## config.mk

```make
export PLATFORM = sky130hd
export DESIGN_NAME = seq_det_ctrl
export DESIGN_NICKNAME = d
export VERILOG_FILES = /design/src/rtl/seq_det_ctrl.sv
export SDC_FILE = /design/constraint.sdc
export NUM_CORES = 1
export LEC_CHECK = 0
export ABC_AREA = 1
export BUFFER_PORTS_ARGS = -buffer_cell sky130_fd_sc_hd__buf_2
export CORE_MARGIN = 2
export CORE_UTILIZATION = 45
export DETAILED_ROUTE_END_ITERATION = 7
export PLACE_DENSITY = 0.63
export RECOVER_POWER = 100
export REMOVE_ABC_BUFFERS = 1
export SLEW_MARGIN = 20
export SYNTH_ARGS = -nofsm -noshare
export SYNTH_HDL_FRONTEND = slang
export SYNTH_SLANG_ARGS = --single-unit
```

## constraint.sdc

```tcl
create_clock -name clk -period 2.17 [get_ports clk]
set_input_delay 0.3255 -clock clk [delete_from_list [all_inputs] [get_ports clk]]
set_output_delay 0.3255 -clock clk [all_outputs]
set_load 0.005 [all_outputs]
```

## src/rtl/seq_det_ctrl.sv

```systemverilog
// rtl/seq_det_ctrl.sv - run control, config and shift-history matcher for the serial pattern detector
// A run arms on start, counts matches of the held pattern, and stops in DONE once the target count is hit.
module seq_det_ctrl #(
  parameter int PAT_W = 4,
  parameter int CNT_W = 8
) (
  input  logic             clk,
  input  logic             rst,
  input  logic             cfg_we,
  input  logic [PAT_W-1:0] cfg_pattern,
  input  logic             cfg_overlap,
  input  logic [CNT_W-1:0] cfg_target,
  input  logic             start,
  input  logic             abort,
  input  logic             in_valid,
  input  logic             in,
  output logic             in_ready,
  output logic             match,
  output logic [CNT_W-1:0] match_cnt,
  output logic             busy,
  output logic             done
);

  localparam int FW = $clog2(PAT_W + 1);
  localparam logic [PAT_W-1:0] PAT_RST  = (PAT_W == 4) ? PAT_W'(4'b1101) : {PAT_W{1'b1}};
  localparam logic [FW-1:0]    FILL_MIN = FW'(PAT_W - 1);
  localparam logic [FW-1:0]    FILL_MAX = FW'(PAT_W);

  typedef enum logic [1:0] {S_IDLE, S_ARMED, S_DONE} state_t;

  state_t             state_q, state_d;
  logic [PAT_W-1:0]   pattern_q, pattern_d;
  logic               overlap_q, overlap_d;
  logic [CNT_W-1:0]   target_q, target_d;
  logic [PAT_W-2:0]   hist_q, hist_d;
  logic [FW-1:0]      fill_q, fill_d;
  logic [CNT_W-1:0]   cnt_q, cnt_d;
  logic               match_d, in_ready_d, busy_d, done_d;

  logic [PAT_W-1:0]   window;
  logic [CNT_W-1:0]   cnt_inc;
  logic [FW-1:0]      fill_inc;
  logic               accept;
  logic               hit;

  // The window is the new bit appended to the retained history; only full windows count.
  assign window   = {hist_q, in};
  assign accept   = (state_q == S_ARMED) && in_valid && in_ready && !abort;
  assign hit      = accept && (fill_q >= FILL_MIN) && (window == pattern_q);
  assign cnt_inc  = (&cnt_q) ? cnt_q : cnt_q + CNT_W'(1);
  assign fill_inc = (fill_q == FILL_MAX) ? fill_q : fill_q + FW'(1);

  always_ff @(posedge clk) begin
    if (!rst) begin
      state_q   <= S_IDLE;
      pattern_q <= PAT_RST;
      overlap_q <= 1'b1;
      target_q  <= '0;
      hist_q    <= '0;
      fill_q    <= '0;
      cnt_q     <= '0;
      match     <= 1'b0;
      in_ready  <= 1'b0;
      busy      <= 1'b0;
      done      <= 1'b0;
    end else begin
      state_q   <= state_d;
      pattern_q <= pattern_d;
      overlap_q <= overlap_d;
      target_q  <= target_d;
      hist_q    <= hist_d;
      fill_q    <= fill_d;
      cnt_q     <= cnt_d;
      match     <= match_d;
      in_ready  <= in_ready_d;
      busy      <= busy_d;
      done      <= done_d;
    end
  end

  always_comb begin
    state_d   = state_q;
    pattern_d = pattern_q;
    overlap_d = overlap_q;
    target_d  = target_q;
    hist_d    = hist_q;
    fill_d    = fill_q;
    cnt_d     = cnt_q;
    case (state_q)
      S_IDLE: begin
        if (cfg_we) begin
          pattern_d = cfg_pattern;
          overlap_d = cfg_overlap;
          target_d  = cfg_target;
        end
        if (start && !abort) begin
          state_d = S_ARMED;
          cnt_d   = '0;
          hist_d  = '0;
          fill_d  = '0;
        end
      end
      S_ARMED: begin
        if (abort) begin
          state_d = S_IDLE;
          hist_d  = '0;
          fill_d  = '0;
        end else if (accept) begin
          if (hit) begin
            cnt_d = cnt_inc;
            if (target_q != '0 && cnt_inc == target_q) begin
              state_d = S_DONE;
            end
          end
          // Non-overlap mode restarts the window from scratch after every match.
          if (hit && !overlap_q) begin
            hist_d = '0;
            fill_d = '0;
          end else begin
            hist_d = window[PAT_W-2:0];
            fill_d = fill_inc;
          end
        end
      end
      S_DONE: begin
        if (abort) begin
          state_d = S_IDLE;
          hist_d  = '0;
          fill_d  = '0;
        end else if (start) begin
          state_d = S_ARMED;
          cnt_d   = '0;
          hist_d  = '0;
          fill_d  = '0;
        end
      end
      default: state_d = S_IDLE;
    endcase
  end

  always_comb begin
    match_d    = hit;
    in_ready_d = (state_d == S_ARMED);
    busy_d     = (state_d == S_ARMED);
    done_d     = (state_d == S_DONE);
  end

  assign match_cnt = cnt_q;

endmodule

```

==> results of run 1 <==
[critical path, stage by stage, from the launching register on]
cell	delay, ps
dfxtp_1	370
ha_1	160
ha_1	130
inv_1	30
nand3_1	100
nand3_1	110
nor4_1	430
clkbuf_1	330
nand2_1	90
a21oi_1	140
[where the power goes]
part	internal [mW]	switching, mW
registers	0.619	0.0266
clock network	0.340	0.220
logic	0.0675	0.0959
total	1.03	0.343
[state kept, by name, summed over array words and instances, names as in the netlist]
name	cells
match_cnt	8
target_q	8
pattern_q	4
fill_q	3
hist_q	3
state_q	2
busy	1
done	1
match	1
overlap_q	1
[layout by cell type (no fill, tap or decap)]
cell,n
o22ai_1,1
o211ai_1,3
inv_1,34
buf_2,23
o21ai_1,1
inv_2,1
nand2_1,72
xor2_1,2
ha_1,4
nand2_4,1
nor4_1,1
nand4_1,3
nor2_2,3
nor2_1,29
a21oi_1,20
o21bai_1,1
clkbuf_1,11
nor3_1,2
o21ai_0,15
nand2_2,2
nand3b_1,1
a22oi_1,1
dfxtp_1,32
a211oi_2,1
a31oi_1,1
nor2_4,1
clkbuf_8,5
xnor2_1,5
nand3_1,30
bufinv_16,1
buf_4,1
clkinv_2,1
[layout make-up]
type / count / area share, %
clock inverter: 2 / 1.68
multi-input combinational: 200 / 47.1
inverter: 35 / 6.31
sequential: 32 / 30.8
tap: 50 / 3.00
clock buffer: 6 / 3.49
timing repair buffer: 34 / 7.69
[worst max path at each step]
| stage | start | end |
|---|---|---|
| after global routing | fill_q[0] | match_cnt[6] |
| after global placement | abort | fill_q[0] |
| final | fill_q[0] | match_cnt[5] |
| after detailed placement | abort | fill_q[2] |
| after floorplan | match_cnt[0] | busy |
| after CTS | match_cnt[0] | busy |
[metal layers]
| layer | global-route usage, % | up-vias | wire, um |
|---|---|---|---|
| met5 | 0 | - | 0 |
| met4 | 8.42 | 0 | 75 |
| met3 | 5.17 | 8 | 145 |
| met2 | 34.7 | 32 | 1910 |
| met1 | 25.8 | 793 | 2000 |
| li1 | - | 952 | - |
[per-stage QoR]
stage          instance area (um^2)  setup slack [ps]  total power [mW]  hold slack, ps  util (%)
2_1_floorplan                  1770               513             0.769             410         -
4_1_cts                        2110               205              1.39             234      54.0
6_report                       2080               196              1.37             243      53.2
5_1_grt                        2080              20.9              1.44             268      53.2
3_5_place_dp                   2010               197             0.827             482      51.3
3_3_place_gp                   2010               228             0.824             476      51.3
[kinds of logic (layout without fill, tap and decap cells)]
family                   count (synthesis)  after routing  share of synthesized area (%)
XOR/XNOR                                 7              7                           3.40
flip-flops                              32             32                           35.5
AND/OR/NAND/NOR                        145            145                           35.8
AO/OA/AOI/OAI                           44             44                           13.2
buffers and inverters                   42             77                           9.30
adder cells (fa/ha/maj)                  4              4                           2.78
==> flow_metrics.env, run 1 <==
export IMPL_arrival_ps=2180
export IMPL_htree_levels=2
export IMPL_tightest_slew_ps=680
export IMPL_cap_violations=0
export IMPL_synth_area_um2=1800
export IMPL_finalSetupTns_ps=0
export IMPL_min_period_over_period_pct=91.0
export IMPL_synth_avg_cell_area_um2=6.58
export IMPL_crit_fanout=6
export IMPL_ctsHoldBuffers=0
export IMPL_root_buffer="clkbuf_8"
export IMPL_fmax_mhz=507
export IMPL_syn_inst=274
export IMPL_status="complete, no violations"
export IMPL_cts_resized_gates=0
export IMPL_hold_depth=3
export IMPL_totalWireLength_mm=4.14
export IMPL_min_to="pattern_q[2]"
export IMPL_start_util_pct=46.1
export IMPL_async_reset_ff_share_pct=0
export IMPL_cts_tree="yes"
export IMPL_rsz0062_at_grt="false"
export IMPL_irDropWorstVdd_mv=0.406
export IMPL_n_antenna_cell=0
export IMPL_cts_setup_buffers=0
export IMPL_grt_max_degree=21
export IMPL_synthMostInstantiatedCell="nand2_1"
export IMPL_drtPass1Iterations=4
export IMPL_relSlewSlack_pct=54.6
export IMPL_yosysSeqAreaShare_pct=35.5
export IMPL_fp_dieH_um=67.3
export IMPL_worstHoldStart="cfg_pattern[2]"
export IMPL_num_fill_cells=447
export IMPL_hpwl_mm=3.11
export IMPL_ant_nets=0
export IMPL_finalHoldViolations=0
export IMPL_ios=32
export IMPL_antenna_found_initial=0
export IMPL_first_global_vias=1618
export IMPL_ys_top_cells_by_count="nand2_1 (72), inv_1 (34), dfxtp_1 (32)"
export IMPL_yosysWarnings=0
export IMPL_core_um2=3910
export IMPL_cts_buffer_depth=2
export IMPL_reg2reg_depth=9
export IMPL_hp_class="in2reg"
export IMPL_wl_per_cell_um=11.5
export IMPL_vias=1785
export IMPL_multi_input_area_um2=980
export IMPL_fin_cells=359
export IMPL_finalWorstPathRequiredPeriod_ps=1970
export IMPL_port_buffers=31
export IMPL_grt_pass1_wl_mm=7.13
export IMPL_final_max_slew_viol_count=0
export IMPL_p_per_area_nw_per_um2=658
export IMPL_synth_top_flop_cell="dfxtp_1"
export IMPL_startpoint_type="flop"
export IMPL_clk_pin_slew_ps=70
export IMPL_regToRegSetupSlack_ps=200
export IMPL_nNetsFinal=332
export IMPL_track_usage_pct=20.9
export IMPL_die_w_um=67.3
export IMPL_cts_sinks=32
export IMPL_fp_dieArea_um2=4530
export IMPL_dp_cells=351
export IMPL_gp_congestion=0.806
export IMPL_numCtsBuffers=5
export IMPL_clock_latency_ps=280
export IMPL_p_leak_nw=0.936
export IMPL_reg2reg_from="fill_q[0]"
export IMPL_synth_cell_types=30
export IMPL_yosysTopAreaCell="dfxtp_1"
export IMPL_synth_seq_cells=32
export IMPL_gr_total_overflow=0
export IMPL_ys_top_cells_by_area="dfxtp_1 (36%), nand2_1 (15%), nand3_1 (8.0%), inv_1 (7.1%), nor2_1 (6.0%)"
export IMPL_vias_per_cell=4.97
export IMPL_required_ps=2380
export IMPL_regArea_um2=641
export IMPL_synth_enable_flop_cells=0
export IMPL_cp_end_kind="flop"
export IMPL_drive_above_1_share_pct=12.9
export IMPL_reg2reg_to="match_cnt[5]"
export IMPL_syn_to_final_growth_pct=15.5
export IMPL_drt_iter0_markers=148
export IMPL_setup_viol=0
export IMPL_synth_top_area_share_pct=35.5
export IMPL_rows=23
export IMPL_fin_skew_ps=1.64
export IMPL_drc_errors=0
export IMPL_path_class="reg2reg"
Power figures use the tool's default switching activity.
==> inputs of run 2 (changes only) <==
==> constraint.sdc (replaced) <==
create_clock -name clk -period 2.17 [get_ports clk]
set_input_delay 0.3255 -clock clk [delete_from_list [all_inputs] [get_ports clk]]
set_output_delay 0.3255 -clock clk [all_outputs]
set_load 0.02 [all_outputs]
==> run 2 against run 1 <==
  * Cell count unchanged
  * Sequential share of layout area increased by 0.074 points
  * Core utilization decreased by 0.13 points
  * First-iteration DRC count unchanged
  * Sequential cell count unchanged
  * Final area decreased by 0.24%
  * Largest cell class unchanged
  * Maximum frequency about the same
  * Critical endpoint unchanged
==> flow_metrics.env, run 2 (same netlist as run 1, synthesis figures left out) <==
export IMPL_status="complete, no violations"
export IMPL_whs_ps=243
export IMPL_finalWorstSetupSlack_ps=195
export IMPL_clock_latency_ps=280
export IMPL_p_per_area_nw_per_um2=660
export IMPL_ctsHoldBuffers=0
export IMPL_ant_nets=0
export IMPL_die_w_um=67.3
export IMPL_totalWireLength_mm=4.14
export IMPL_ios=32
export IMPL_wl_per_cell_um=11.5
export IMPL_required_ps=2380
export IMPL_stdcell_area_um2=2080
export IMPL_utilization_pct=53.1
export IMPL_rows=23
export IMPL_nNetsFinal=332
export IMPL_gr_total_overflow=0
export IMPL_cts_setup_buffers=0
export IMPL_port_buffers=31
export IMPL_grt_max_degree=21
export IMPL_hold_depth=3
export IMPL_grt_pass1_wl_mm=7.13
export IMPL_root_buffer="clkbuf_8"
export IMPL_regArea_um2=641
export IMPL_drc_errors=0
export IMPL_syn_to_final_growth_pct=15.2
export IMPL_cts_sinks=32
export IMPL_regToRegSetupSlack_ps=200
export IMPL_grt_busiest_layer="met2"
export IMPL_path_class="reg2reg"
export IMPL_irDropWorstVdd_mv=0.406
export IMPL_most_common_layout_cells="nand2_1 (72), inv_1 (34), dfxtp_1 (32)"
export IMPL_drt_iter0_markers=148
export IMPL_slowest_delay_ps=430
export IMPL_tightest_slew_ps=680
export IMPL_worstHoldStart="cfg_pattern[2]"
export IMPL_finalHoldViolations=0
export IMPL_crit_fanout=6
export IMPL_relSlewSlack_pct=54.6
export IMPL_vias=1784
export IMPL_startpoint_type="flop"
export IMPL_core_um2=3910
export IMPL_multi_input_area_um2=980
export IMPL_place_ws_ps=197
export IMPL_fin_skew_ps=1.64
export IMPL_fin_cells=359
export IMPL_antenna_found_initial=0
export IMPL_cap_violations=0
export IMPL_total_power_mw=1.37
export IMPL_n_antenna_cell=0
export IMPL_setup_viol=0
export IMPL_clk_pin_slew_ps=70
export IMPL_htree_levels=2
export IMPL_p_leak_nw=0.919
export IMPL_path_cells="ha_1 -> ha_1 -> inv_1 -> nand3_1 -> nand3_1 -> nor4_1 -> clkbuf_1 -> nand2_1 -> a21oi_1"
export IMPL_min_period_over_period_pct=91.0
export IMPL_numCtsBuffers=5
export IMPL_placement_cell_area_um2=2010
export IMPL_final_max_slew_viol_count=0
export IMPL_finalWorstPathRequiredPeriod_ps=1970
export IMPL_startpoint="fill_q[0]"
export IMPL_grt_util_met2_pct=34.7
export IMPL_finalSetupTns_ps=0
export IMPL_hp_class="in2reg"
export IMPL_hpwl_mm=3.11
export IMPL_min_to="pattern_q[2]"
export IMPL_vias_per_cell=4.97
export IMPL_gp_congestion=0.806
export IMPL_track_usage_pct=20.9
export IMPL_grtUsageMet3_pct=5.17
export IMPL_critPathSlowestCell="nor4_1"
export IMPL_fp_dieArea_um2=4530
export IMPL_fp_dieH_um=67.3
export IMPL_dp_cells=351
export IMPL_met1_usage_pct=25.8
export IMPL_drtPass1Iterations=4
export IMPL_start_util_pct=46.1
export IMPL_reg2reg_from="fill_q[0]"
export IMPL_final_common_cell="nand2_1"
export IMPL_cts_resized_gates=0
export IMPL_crit_buf_inv=2
export IMPL_cp_end_kind="flop"
export IMPL_num_fill_cells=450
export IMPL_fmax_mhz=506
export IMPL_reg2reg_depth=9
export IMPL_drive_above_1_share_pct=11.7
export IMPL_arrival_ps=2180
export IMPL_rsz0062_at_grt="false"
export IMPL_critPathTopFamily="simple AND/OR/NAND/NOR gates"
export IMPL_cts_buffer_depth=2
export IMPL_first_global_vias=1618
export IMPL_reg2reg_to="match_cnt[5]"
export IMPL_cts_tree="yes"
[run 2: cell types whose count changed in the layout (fill, tap and decap cells not counted), sizes merged]
| cell | before | now |
|---|---|---|
| clkbuf | 16 | 20 |
| buf | 24 | 20 |
[run 2: metal layers]
metal  part of all wire (%)  vias to the layer above
met3                    3.5                        8
met4                    1.8                        0
met5                      0                        -
met2                     46                       32
li1                       -                      952
met1                     48                      792
[run 2: cell type report]
type	instances	share of cell area [%]
Tap cell	50	3.01
Inverter	35	6.33
Clock inverter	2	1.69
Clock buffer	6	3.49
Timing Repair Buffer	34	7.47
Sequential cell	32	30.8
Multi-Input combinational cell	200	47.2
[run 2: how the worst max path moves through the flow]
stage,to,slack [ps],cells after the start
floorplan,fill_q[0],360,5
global placement,fill_q[0],230,7
detailed placement,fill_q[2],200,6
CTS,busy,210,12
global route,match_cnt[6],20,9
finish,match_cnt[5],200,9
[run 2: where the power goes]
group	internal, mW	leakage [nW]	total, mW	switching (mW)
Clock	0.340	0.0552	0.561	0.220
Combinational	0.0673	0.601	0.166	0.0983
Sequential	0.619	0.263	0.646	0.0266
Total	1.03	0.919	1.37	0.345
[run 2: worst register-to-register path, delay by kind of cell (launching register included)]
family	cells	cell delay, ps
simple gates	4	730
flops	1	370
buf+inv	2	360
fa+ha+maj	2	290
compound gates	1	140
==> inputs of run 3 (changes only) <==
Settings changed: CTS_BUF_LIST set to sky130_fd_sc_hd__clkbuf_2 sky130_fd_sc_hd__clkbuf_4 sky130_fd_sc_hd__clkbuf_8, GPL_TIMING_DRIVEN set to 1.
==> run 3 against run 2 <==
  * Sequential cell count did not move
  * Worst hold slack improved by 1.7 ps
  * Worst setup slack improved by 17 ps
  * First-iteration DRC count rose by 2.7%
  * Sequential share of layout area fell by 0.056 points
  * Via count rose by 0.28%
  * Die area did not move
  * Final area rose by 0.18%
  * Sequential power barely moved
  * Power rose by 0.89%
  * Global-route usage barely moved
  * Routed wire length fell by 0.19%
  * Critical path type unchanged
  * Largest cell class unchanged
  * Highest routed layer unchanged
==> flow_metrics.env, run 3 (same netlist as run 1, synthesis figures left out) <==
export IMPL_hold_depth=3
export IMPL_stdcell_area_um2=2080
export IMPL_irDropWorstVdd_mv=0.413
export IMPL_root_buffer="clkbuf_8"
export IMPL_min_period_over_period_pct=90.2
export IMPL_ios=32
export IMPL_vias=1789
export IMPL_reg2reg_depth=9
export IMPL_die_w_um=67.3
export IMPL_path_class="reg2reg"
export IMPL_fp_dieArea_um2=4530
export IMPL_final_common_cell="nand2_1"
export IMPL_grt_pass1_wl_mm=7.16
export IMPL_start_util_pct=46.1
export IMPL_clock_latency_ps=280
export IMPL_port_buffers=31
export IMPL_nNetsFinal=332
export IMPL_finalHoldViolations=0
export IMPL_relSlewSlack_pct=54.8
export IMPL_drc_errors=0
export IMPL_drt_iter0_markers=152
export IMPL_setup_viol=0
export IMPL_rows=23
export IMPL_cts_setup_buffers=0
export IMPL_hpwl_mm=3.11
export IMPL_p_leak_nw=0.922
export IMPL_finalSetupTns_ps=0
export IMPL_syn_to_final_growth_pct=15.4
export IMPL_cts_buffer_depth=2
export IMPL_ant_nets=0
export IMPL_wl_per_cell_um=11.5
export IMPL_drtPass1Iterations=4
export IMPL_gr_total_overflow=0
export IMPL_fin_cells=359
export IMPL_numCtsBuffers=5
export IMPL_fmax_mhz=511
export IMPL_rsz0062_at_grt="false"
export IMPL_core_um2=3910
export IMPL_htree_levels=2
export IMPL_drive_above_1_share_pct=12.0
export IMPL_fin_skew_ps=2.23
export IMPL_gp_congestion=0.806
export IMPL_p_per_area_nw_per_um2=665
export IMPL_most_common_layout_cells="nand2_1 (72), inv_1 (34), dfxtp_1 (32)"
export IMPL_clk_pin_slew_ps=70
export IMPL_track_usage_pct=20.8
export IMPL_min_to="pattern_q[2]"
export IMPL_crit_fanout=6
export IMPL_final_max_slew_viol_count=0
export IMPL_hp_class="in2reg"
export IMPL_arrival_ps=2160
export IMPL_reg2reg_to="match_cnt[5]"
export IMPL_grt_max_degree=21
export IMPL_fp_dieH_um=67.3
export IMPL_dp_cells=351
export IMPL_startpoint_type="flop"
export IMPL_cts_resized_gates=0
export IMPL_worstHoldStart="cfg_pattern[2]"
export IMPL_finalWorstPathRequiredPeriod_ps=1960
export IMPL_vias_per_cell=4.98
export IMPL_ctsHoldBuffers=0
export IMPL_status="complete, no violations"
export IMPL_cp_end_kind="flop"
export IMPL_n_antenna_cell=0
export IMPL_required_ps=2380
export IMPL_placement_cell_area_um2=2010
export IMPL_regToRegSetupSlack_ps=210
export IMPL_tightest_slew_ps=677
export IMPL_totalWireLength_mm=4.14
export IMPL_first_global_vias=1599
export IMPL_cts_sinks=32
export IMPL_reg2reg_from="fill_q[0]"
export IMPL_antenna_found_initial=0
export IMPL_cap_violations=0
export IMPL_cts_tree="yes"
run 3: stage by stage:
stage	total power [mW]	setup WS, ps	hold WS [ps]	util (%)
global route	1.46	20.9	268	53.2
floorplan	0.772	363	410	-
finish	1.38	212	244	53.2
global placement	0.827	228	476	51.3
CTS	1.41	205	232	54.1
detailed placement	0.830	197	482	51.3
run 3: how the worst max path moves through the flow:
| stage | slack [ps] | start | to |
|---|---|---|---|
| 6_report | 210 | fill_q[0] | match_cnt[5] |
| 5_1_grt | 20 | fill_q[0] | match_cnt[6] |
| 4_1_cts | 210 | match_cnt[0] | busy |
| 3_5_place_dp | 200 | abort | fill_q[2] |
| 3_3_place_gp | 230 | abort | fill_q[0] |
| 2_1_floorplan | 360 | busy | fill_q[0] |
run 3: layer usage:
metal / up-vias / global-route usage (%) / wire (um)
met4: 0 / 7.65 / 43
met1: 804 / 26.2 / 2030
met2: 30 / 34.4 / 1930
met3: 4 / 5.17 / 138
met5: - / 0 / 0
li1: 951 / - / -
run 3: final cells by class:
cell class              count  area (um^2)
clock buffers               6         76.3
clock inverters             2         35.0
fillers                   451         1830
inverters                  35          131
multi-input cells         200          980
flip-flops and latches     32          641
well taps                  50         62.6
repair buffers             34          155
run 3: power breakdown:
group / switching (mW) / internal, mW / total, mW
clock: 0.220 / 0.353 / 0.573
sequential: 0.0266 / 0.619 / 0.646
combinational: 0.0984 / 0.0672 / 0.166
run 3: worst max-delay path, stage by stage, from the launching register on:
cell and delay [ps]:
dfxtp_1 370, ha_1 160, ha_1 130, inv_1 30, nand3_1 100, nand3_1 110, nor4_1 420, clkbuf_1 320
nand2_1 90, a21oi_1 140
